**config.mk**
```make
export PLATFORM = sky130hd
export DESIGN_NAME = stopwatch_core
export DESIGN_NICKNAME = d
export VERILOG_FILES = /design/src/rtl/stopwatch_pkg.sv /design/src/rtl/stopwatch_field.sv /design/src/rtl/stopwatch_core.sv
export SDC_FILE = /design/constraint.sdc
export NUM_CORES = 1
export LEC_CHECK = 0
export CORE_AREA = 5 5 60 57
export CTS_BUF_LIST = sky130_fd_sc_hd__clkbuf_4 sky130_fd_sc_hd__clkbuf_8
export DETAILED_ROUTE_END_ITERATION = 7
export DIE_AREA = 0 0 65 62
export MAX_ROUTING_LAYER = met4
export PLACE_DENSITY_LB_ADDON = 0.08
export SYNTH_ARGS = -nofsm -noshare
export SYNTH_HDL_FRONTEND = slang
export SYNTH_HIERARCHICAL = 1
export SYNTH_SLANG_ARGS = --single-unit
```
**constraint.sdc**
```tcl
create_clock -name clk_c -period 5.4 [get_ports clk_c]
set_clock_uncertainty 0.1 [all_clocks]
set_input_delay 1.08 -clock clk_c [delete_from_list [all_inputs] [get_ports clk_c]]
set_output_delay 1.08 -clock clk_c [all_outputs]
set_load 0.01 [all_outputs]
```
**src/rtl/stopwatch_pkg.sv**
```systemverilog
`default_nettype none
// ============================================================================
// Module   : stopwatch_pkg
// Purpose  : Shared BCD constants, digit-select encoding and clamp helper.
// Revision : 1.0 - initial release
// ============================================================================
package stopwatch_pkg;

    localparam int DIGIT_W          = 4;
    localparam int DIGITS_PER_FIELD = 2;
    localparam int FIELD_W          = DIGIT_W * DIGITS_PER_FIELD;

    localparam logic [DIGIT_W-1:0] ONES_MAX = 4'd9;
    localparam logic [DIGIT_W-1:0] TENS_MAX = 4'd5;

    // sel_c LSB picks the digit within a field; the upper bits pick the field.
    typedef enum logic {
        SEL_ONES = 1'b0,
        SEL_TENS = 1'b1
    } digit_pos_e;

    function automatic logic [DIGIT_W-1:0] clamp_digit(
        input logic [DIGIT_W-1:0] val,
        input digit_pos_e         pos
    );
        logic [DIGIT_W-1:0] lim;
        lim = (pos == SEL_TENS) ? TENS_MAX : ONES_MAX;
        return (val > lim) ? lim : val;
    endfunction

endpackage
`default_nettype wire

```
**src/rtl/stopwatch_field.sv**
```systemverilog
`default_nettype none
// ============================================================================
// Module   : stopwatch_field
// Purpose  : One 00..59 BCD pair with step, carry/borrow chain and clamped load.
//            Down-count logic present only with STOPWATCH_CORE_DOWN_EN.
// Revision : 1.0 - initial release
// ============================================================================
module stopwatch_field
    import stopwatch_pkg::*;
(
    input  logic               clk_i,
    input  logic               rst_ni,
    input  logic               step_i,
    input  logic               dir_i,
    input  logic               load_i,
    input  digit_pos_e         load_pos_i,
    input  logic [DIGIT_W-1:0] load_val_i,
    output logic [DIGIT_W-1:0] ones_o,
    output logic [DIGIT_W-1:0] tens_o,
    output logic               carry_o
);

    logic [DIGIT_W-1:0] ones_q, ones_d;
    logic [DIGIT_W-1:0] tens_q, tens_d;
    logic               w_at_max;

    assign w_at_max = (ones_q == ONES_MAX) && (tens_q == TENS_MAX);

`ifdef STOPWATCH_CORE_DOWN_EN
    logic w_at_zero;
    assign w_at_zero = (ones_q == '0) && (tens_q == '0);
    assign carry_o   = step_i & (dir_i ? w_at_zero : w_at_max);
`else
    logic w_unused_dir;
    assign w_unused_dir = dir_i;
    assign carry_o      = step_i & w_at_max;
`endif

    always_comb begin
        ones_d = ones_q;
        tens_d = tens_q;
        if (load_i) begin
            if (load_pos_i == SEL_TENS) begin
                tens_d = clamp_digit(load_val_i, SEL_TENS);
            end else begin
                ones_d = clamp_digit(load_val_i, SEL_ONES);
            end
        end else if (step_i) begin
`ifdef STOPWATCH_CORE_DOWN_EN
            if (dir_i) begin
                if (ones_q == '0) begin
                    ones_d = ONES_MAX;
                    tens_d = (tens_q == '0) ? TENS_MAX : tens_q - 4'd1;
                end else begin
                    ones_d = ones_q - 4'd1;
                end
            end else
`endif
            begin
                if (ones_q == ONES_MAX) begin
                    ones_d = '0;
                    tens_d = (tens_q == TENS_MAX) ? '0 : tens_q + 4'd1;
                end else begin
                    ones_d = ones_q + 4'd1;
                end
            end
        end
    end

    always_ff @(posedge clk_i or negedge rst_ni) begin
        if (!rst_ni) begin
            ones_q <= '0;
            tens_q <= '0;
        end else begin
            ones_q <= ones_d;
            tens_q <= tens_d;
        end
    end

    assign ones_o = ones_q;
    assign tens_o = tens_q;

endmodule
`default_nettype wire

```
**src/rtl/stopwatch_core.sv**
```systemverilog
`default_nettype none
// ============================================================================
// Module   : stopwatch_core
// Purpose  : Chained base-60 BCD stopwatch with pause, adjust/load and wrap flag.
//            Define STOPWATCH_CORE_DOWN_EN to enable down-count and expired_o.
// Revision : 1.0 - initial release
// ============================================================================
module stopwatch_core
    import stopwatch_pkg::*;
#(
    parameter int NUM_FIELDS = 2,
    parameter int SEL_W      = 3
) (
    input  logic                          clk_c,
    input  logic                          reset_c,
    input  logic                          tick_c,
    input  logic                          pause_c,
    input  logic                          adj_c,
    input  logic                          dir_c,
    input  logic                          load_c,
    input  logic [SEL_W-1:0]              sel_c,
    input  logic [DIGIT_W-1:0]            num_c,
    output logic [FIELD_W*NUM_FIELDS-1:0] digits_o,
    output logic                          paused_o,
    output logic                          wrap_o,
    output logic                          expired_o
);

    logic [1:0]            rst_sync_q;
    logic                  pause_prev_q;
    logic                  paused_q, paused_d;
    logic                  wrap_q, wrap_d;
    logic                  expired_q;
    logic                  w_ready;
    logic                  w_dir;
    logic                  w_step;
    logic                  w_sel_ok;
    logic                  w_load_acc;
    logic [SEL_W-1:0]      w_sel_field;
    logic [NUM_FIELDS-1:0] w_carry;

    // Reset assertion is asynchronous; release is staged so no step lands early.
    always_ff @(posedge clk_c or negedge reset_c) begin
        if (!reset_c) begin
            rst_sync_q <= 2'b00;
        end else begin
            rst_sync_q <= {rst_sync_q[0], 1'b1};
        end
    end
    assign w_ready = rst_sync_q[1];

    assign w_sel_field = sel_c >> 1;
    assign w_sel_ok    = (32'(sel_c) < 32'(2 * NUM_FIELDS));
    assign w_load_acc  = w_ready & load_c & adj_c & w_sel_ok;
    assign w_step      = w_ready & tick_c & ~adj_c & ~paused_q
                       & ~(w_dir & expired_q) & ~w_load_acc;

    assign paused_d = paused_q ^ (pause_c & ~pause_prev_q);
    assign wrap_d   = w_step & ~w_dir & w_carry[NUM_FIELDS-1];

    always_ff @(posedge clk_c or negedge reset_c) begin
        if (!reset_c) begin
            pause_prev_q <= 1'b0;
            paused_q     <= 1'b0;
            wrap_q       <= 1'b0;
        end else begin
            pause_prev_q <= pause_c;
            paused_q     <= paused_d;
            wrap_q       <= wrap_d;
        end
    end

`ifdef STOPWATCH_CORE_DOWN_EN
    localparam logic [FIELD_W*NUM_FIELDS-1:0] c_digits_one = 1;
    logic expired_d;

    assign w_dir = dir_c;

    // A down step from exactly ...00:01 is the one that lands on all zeros.
    always_comb begin
        expired_d = expired_q;
        if (w_load_acc || !dir_c) begin
            expired_d = 1'b0;
        end else if (w_step && (digits_o == c_digits_one)) begin
            expired_d = 1'b1;
        end
    end

    always_ff @(posedge clk_c or negedge reset_c) begin
        if (!reset_c) begin
            expired_q <= 1'b0;
        end else begin
            expired_q <= expired_d;
        end
    end
`else
    logic w_unused_dir;
    assign w_unused_dir = dir_c;
    assign w_dir        = 1'b0;
    assign expired_q    = 1'b0;
`endif

    for (genvar k = 0; k < NUM_FIELDS; k++) begin : g_field
        logic w_fstep;
        logic w_fload;

        if (k == 0) begin : g_lsb
            assign w_fstep = w_step;
        end else begin : g_chain
            assign w_fstep = w_carry[k-1];
        end

        assign w_fload = w_load_acc && (w_sel_field == SEL_W'(k));

        stopwatch_field u_field (
            .clk_i      (clk_c),
            .rst_ni     (reset_c),
            .step_i     (w_fstep),
            .dir_i      (w_dir),
            .load_i     (w_fload),
            .load_pos_i (digit_pos_e'(sel_c[0])),
            .load_val_i (num_c),
            .ones_o     (digits_o[FIELD_W*k +: DIGIT_W]),
            .tens_o     (digits_o[FIELD_W*k+DIGIT_W +: DIGIT_W]),
            .carry_o    (w_carry[k])
        );
    end

    assign paused_o  = paused_q;
    assign wrap_o    = wrap_q;
    assign expired_o = expired_q;

endmodule
`default_nettype wire

```
== Yosys cells after proc, flatten, opt, wreduce, memory -nomap -nowiden ==
Cells that the tools add are included.
Word-level totals
  register bits after elaboration: 21
  logic and storage cells: 71
  input port bits: 14
Cells by class
  $add $sub $neg: 4
  eq/ne operators: 9
  $lt $le $gt $ge: 3
  reductions and logical operators: 13
  bitwise logic cells: 16
  mux-type cells: 18
Operator list (number)
  $mux W4: 18
  $add A4 B1 Y4 const B: 4
  $and A1 B1 Y1: 11
  $eq A4 B3 Y1 const B: 2
  $eq A4 B4 Y1 const B: 2
  $ne A2 B2 Y1 const B: 4
  $reduce_bool A2 Y1: 4
  $reduce_and A3 Y1: 2
  $gt A4 B3 Y1 const B: 1
  $gt A4 B4 Y1 const B: 1
  $logic_and A1 B1 Y1: 4
  $not A1 Y1: 4
  $reduce_and A2 Y1: 2
  $logic_not A3 Y1: 1
  $lt A3 B3 Y1 const B: 1
  $eq A2 B1 Y1 const B: 1
  $xor A1 B1 Y1: 1

== Logic depth before layout (Yosys ltp) ==
  word-level depth: 8
  gate-level depth with buffers: 8
  depth with buffers taken out: 6

== By module ==
The synthesis kept the hierarchy.
Modules (own cells, without submodules)
  stopwatch_field: area each 620.6 µm², times used 2, cells an instance 71, seq. area each 200.2 µm²
  stopwatch_core: area each 193.9 µm², times used 1, cells an instance 16, seq. area each 125.1 µm²

== Worst setup path after synthesis ==
No wires, ideal clock.
  path kind: input -> register
  from: in adj_c
  to: reg g_field[1].u_field.tens_q[3]
  required time: 5.213 ns
  library setup time: 0.087 ns
  path buffers: 2
  setup slack: 2.726 ns
  stages: 8
  arrival time: 2.487 ns
  cell sequence: and4bb_1 > buf_4 > nand3_1 > nor3_1 > buf_4 > nand4_1 > or4_1 > o211ai_1
Between the ends
  word-level cells in the longest chain between the ends: 7
RTL lines
  start, declared: RTL line stopwatch_core.sv:18  | input logic adj_c,
  $not A1 Y1 / $and A1 B1 Y1 (equally long branches): RTL line stopwatch_core.sv:55, stopwatch_core.sv:54
  $and A1 B1 Y1 (on tied branches): RTL line stopwatch_core.sv:55, stopwatch_core.sv:54
  $and A1 B1 Y1 / $not A1 Y1 (equally long branches): RTL line stopwatch_core.sv:55, stopwatch_core.sv:56
  $and A1 B1 Y1 (*): RTL line stopwatch_core.sv:56  | & ~(w_dir & expired_q) & ~w_load_acc;
  $and A1 B1 Y1 (*): RTL line stopwatch_field.sv:36  | assign carry_o = step_i & w_at_max;
  net g_field[1].w_fstep: RTL line stopwatch_core.sv:104  | logic w_fstep;
  $reduce_bool A2 Y1 (no line) (*)
  $reduce_and A3 Y1 (no line) (*)
  end signal, assigned: RTL line stopwatch_field.sv:76  | tens_q <= tens_d;
  end, declared: RTL line stopwatch_field.sv:24  | logic [DIGIT_W-1:0] tens_q, tens_d;
Mark *: on every way through the listed nets, which the timed path passes. The rest lies on a longest branch.
A chain may end at the register's enable or synchronous reset.

== Final worst setup path ==
  from: in adj_c
  to: reg g_field[1].u_field.ones_q[3]
Between the ends
  word-level cells in the longest chain between the ends: 7
RTL lines
  $not A1 Y1 / $and A1 B1 Y1 (equally long branches): RTL line stopwatch_core.sv:55, stopwatch_core.sv:54
  $and A1 B1 Y1 (on tied branches): RTL line stopwatch_core.sv:55, stopwatch_core.sv:54
  $and A1 B1 Y1 / $not A1 Y1 (equally long branches): RTL line stopwatch_core.sv:55, stopwatch_core.sv:56
  $and A1 B1 Y1 (*): RTL line stopwatch_core.sv:56
  net g_field[0].w_fstep: RTL line stopwatch_core.sv:104
  $and A1 B1 Y1 (*): RTL line stopwatch_field.sv:36
  net g_field[1].w_fstep: RTL line stopwatch_core.sv:104
  $reduce_bool A2 Y1 (no line) (*)
  $reduce_and A2 Y1 (no line) (*)
  end signal, assigned: RTL line stopwatch_field.sv:75  | ones_q <= ones_d;
  end, declared: RTL line stopwatch_field.sv:23  | logic [DIGIT_W-1:0] ones_q, ones_d;
Marked as above.

==> results.md <==
* CP max stage delay at 0.80 ns
* Data required time of the worst path at 5.49 ns
* Actual slew at the worst max-slew pin at 0.968 ns
* Placed cell count at 213
* Worst hold path type: reg2reg
* Psw at 241 uW
* Max Root-Sink Buffers at 2
* Final HPWL DP at 2410 um
* Setup violators final at 0
* Die Wd at 65 um
* Post-synthesis simple-gate area fraction at 31.1%
* Num rows at 18
* Worst-Skew Late Latency at 0.31 ns
* Max Cap Violations at 0
* Seq/Total Area, Yosys at 36.6%
* CP Capture Type: register
* Synthesized net count at 172
* Netlist Area Pre-Place at 1440 um^2
* First-pass GRT wire length at 5680 um
* RSZ-0062 raised after global routing: no
* Tcrit/Tclk final at 66.6%
* Initial DRT Pass Iterations at 4
* Vias per cell at 6.28
* Synth warnings at 6
* PortBufs at 30
* Setup bufs post-CTS at 0
* Mean Syn Cell Area at 9.08 um^2
* Vias in the first global route at 1217
* Status: completed
* Layout Nets at 202
* Area Overhead vs Synth at 22.3%
* CP max stage cell: nor3_1
* Async SR Flop Fraction at 100%
* Tot GR Track Use at 18.7%
* Max Clock Freq at 0.278 GHz
* P per Cell Area at 355 nW/um^2
* Max FO, Critical Path at 10
* Synth Area in Adders at 0%
* Initial antenna violation count at 0
* Root buf cell: clkbuf_4
* Clock share of power at 13.0%
* Post-layout min period at 3.60 ns
* Worst IR Drop VDD at 0.000251 V
* CTS Sinks at 21
* Post-Route WL at 3450 um
* CTS tree: yes
* Top cells by area, synth: dfrtp_1 (37%), a21oi_1 (4.9%), nor2_1 (4.2%)
* Worst-path cell chain: clkdlybuf4s50_1 -> and4bb_1 -> nand3_1 -> nor3_1 -> nand2b_1 -> a221oi_1 -> o22ai_1
* Primary FF master, synth: dfrtp_1
* Core area at 2680 um^2
* Post-synthesis mux area share at 0%
* Post-synth EDFFs at 0
* Chip height at 62 um
* Largest net degree at the start of global routing at 22
* Clk slew on worst S/H paths at 0.13 ns
* Gr ovfl total at 0
* WP data arrival at 3.69 ns
* Yosys top cell area share at 36.6%
* Slew Limit Fails at 0
* Final TNS setup at 0 ns
* H-tree depth at 1
* Yosys cell types at 38
* Initial Util at 53.5%
* Wire length per cell at 15.9 um
* DIE AREA at 4030 um^2
* Hold Path Depth at 0
* Worst reg-to-reg path cell count at 6
* Post-synth top area cell: dfrtp_1
* Int Pwr at 382 uW
* Leakage power at 0.000682 uW
* Mapped Cells at 158
* I/O pins at 33
* Synthesized flop and latch total at 21
* Final GP Congestion at 0.860
* DR vias at 1362
* Final Hold Viols at 0
* Synth Area in Compound Gates at 25.6%
* Setup CP Type: in2reg
* Post-Layout Cell Count at 217
* Post-route ant nets at 0
* CP startpoint kind: input pin
* Post-cts resize count at 0
* Residual DRC at 0
* Synth Area in XOR/XNOR at 0.610%
* Comb power frac at 42.5%
* Share of post-route cells with drive strength above 1 at 5.35%
* Max-slew headroom at 35.2%
* Sw Ratio at 38.6%
* Main combinational cell family by area after synthesis: simple AND/OR/NAND/NOR gates
* Ant. Diodes at 0
* Hold buffers post-CTS at 0
* Seq pwr share at 44.5%
* Initial DRC count at 93
* Num CTS Buffers at 3
-- synthesized netlist by cell type, types with 3 or more instances --
| cell | number |
|---|---|
| inv_1 | 9 |
| nand4_1 | 4 |
| o211ai_1 | 8 |
| a211o_1 | 4 |
| nand2b_1 | 9 |
| o22ai_1 | 4 |
| nand2_1 | 8 |
| a32oi_1 | 4 |
| and2_1 | 3 |
| dfrtp_1 | 21 |
| a21oi_1 | 14 |
| nand3_1 | 4 |
| nor2b_1 | 4 |
| nor2_1 | 16 |
| buf_4 | 3 |
-- metrics by stage --
step	worst slack, ns	total power, uW	utilization [%]	hold slack, ns	cell area, um^2
CTS	1.88	624	65.5	0.274	1760
floorplan	2.73	410	-	0.231	1440
finish	1.80	623	65.5	0.273	1760
global placement	1.61	536	64.5	0.240	1730
global route	1.63	660	65.5	0.294	1760
detailed placement	1.53	543	64.5	0.239	1730
-- routing by layer --
layer  up-vias  GRT usage, %  share of wire [%]
met5         -             -                  0
met4         0          5.42               0.46
met3         2          3.06                5.2
met2        44          29.4                 47
met1       658          25.2                 48
li1        658             -                  -
-- power groups by stage --
stage / Sequential, uW / Clock [uW] / Combinational, uW
floorplan: 282 / 0 / 128
global placement: 276 / 0 / 260
detailed placement: 279 / 0 / 264
CTS: 276 / 82.9 / 265
global route: 286 / 89.2 / 285
finish: 277 / 81.0 / 264
-- path summary, 6_finish.rpt --
| kind | startpoint | end | slack (ns) |
|---|---|---|---|
| max | adj_c | g_field[1].u_field/ones_o[3] | 1.80 |
| min | rst_sync_q[0] | rst_sync_q[1] | 0.27 |
| max reg2reg | paused_o | g_field[1].u_field/ones_o[3] | 2.56 |
| min reg2reg | rst_sync_q[0] | rst_sync_q[1] | 0.27 |
| max in group asynchronous | reset_c | g_field[1].u_field/ones_o[1] | 3.45 |
| min in group asynchronous | reset_c | g_field[0].u_field/tens_o[2] | 1.18 |
-- critical path, delay by kind of cell --
| kind | cells | cell delay [ns] |
|---|---|---|
| compound gates | 2 | 0.49 |
| buf+inv | 1 | 0.41 |
| simple gates | 4 | 1.70 |
-- cells by family (layout without fill, tap and decap cells) --
group                  count (synthesis)  count (layout)
buffers and inverters                 14              43
XOR/XNOR                               1               1
other                                  2               2
flip-flops                            21              21
AO/OA/AOI/OAI                         52              52
AND/OR/NAND/NOR                       68              68
-- final cells by class --
cell class	instances	area, um^2
flip-flops and latches	21	526
repair buffers	30	300
multi-input cells	123	831
fillers	226	925
clock inverters	1	5.00
inverters	9	33.8
well taps	30	37.5
clock buffers	3	22.5
-- cells in the final DEF (no fill, tap or decap), drive strengths merged, types with 3 or more instances in the layout --
master and instances:
clkbuf 3, nand4 4, and2 3, o211ai 8
nand2b 9, nand2 8, dfrtp 21, nor2 16
a32oi 4, o22ai 4, and4bb 3, inv 9
clkdlybuf4s50 30, nor2b 4, nand3 4, a211o 4
a21oi 14
-- flip-flops by register name, indices dropped and copies added, names as in the netlist --
register                count
g_field.u_field/ones_o      8
g_field.u_field/tens_o      8
pause_prev_q                1
paused_o                    1
rst_sync_q                  2
wrap_o                      1
Note: power is estimated with default switching activity, not from simulation.
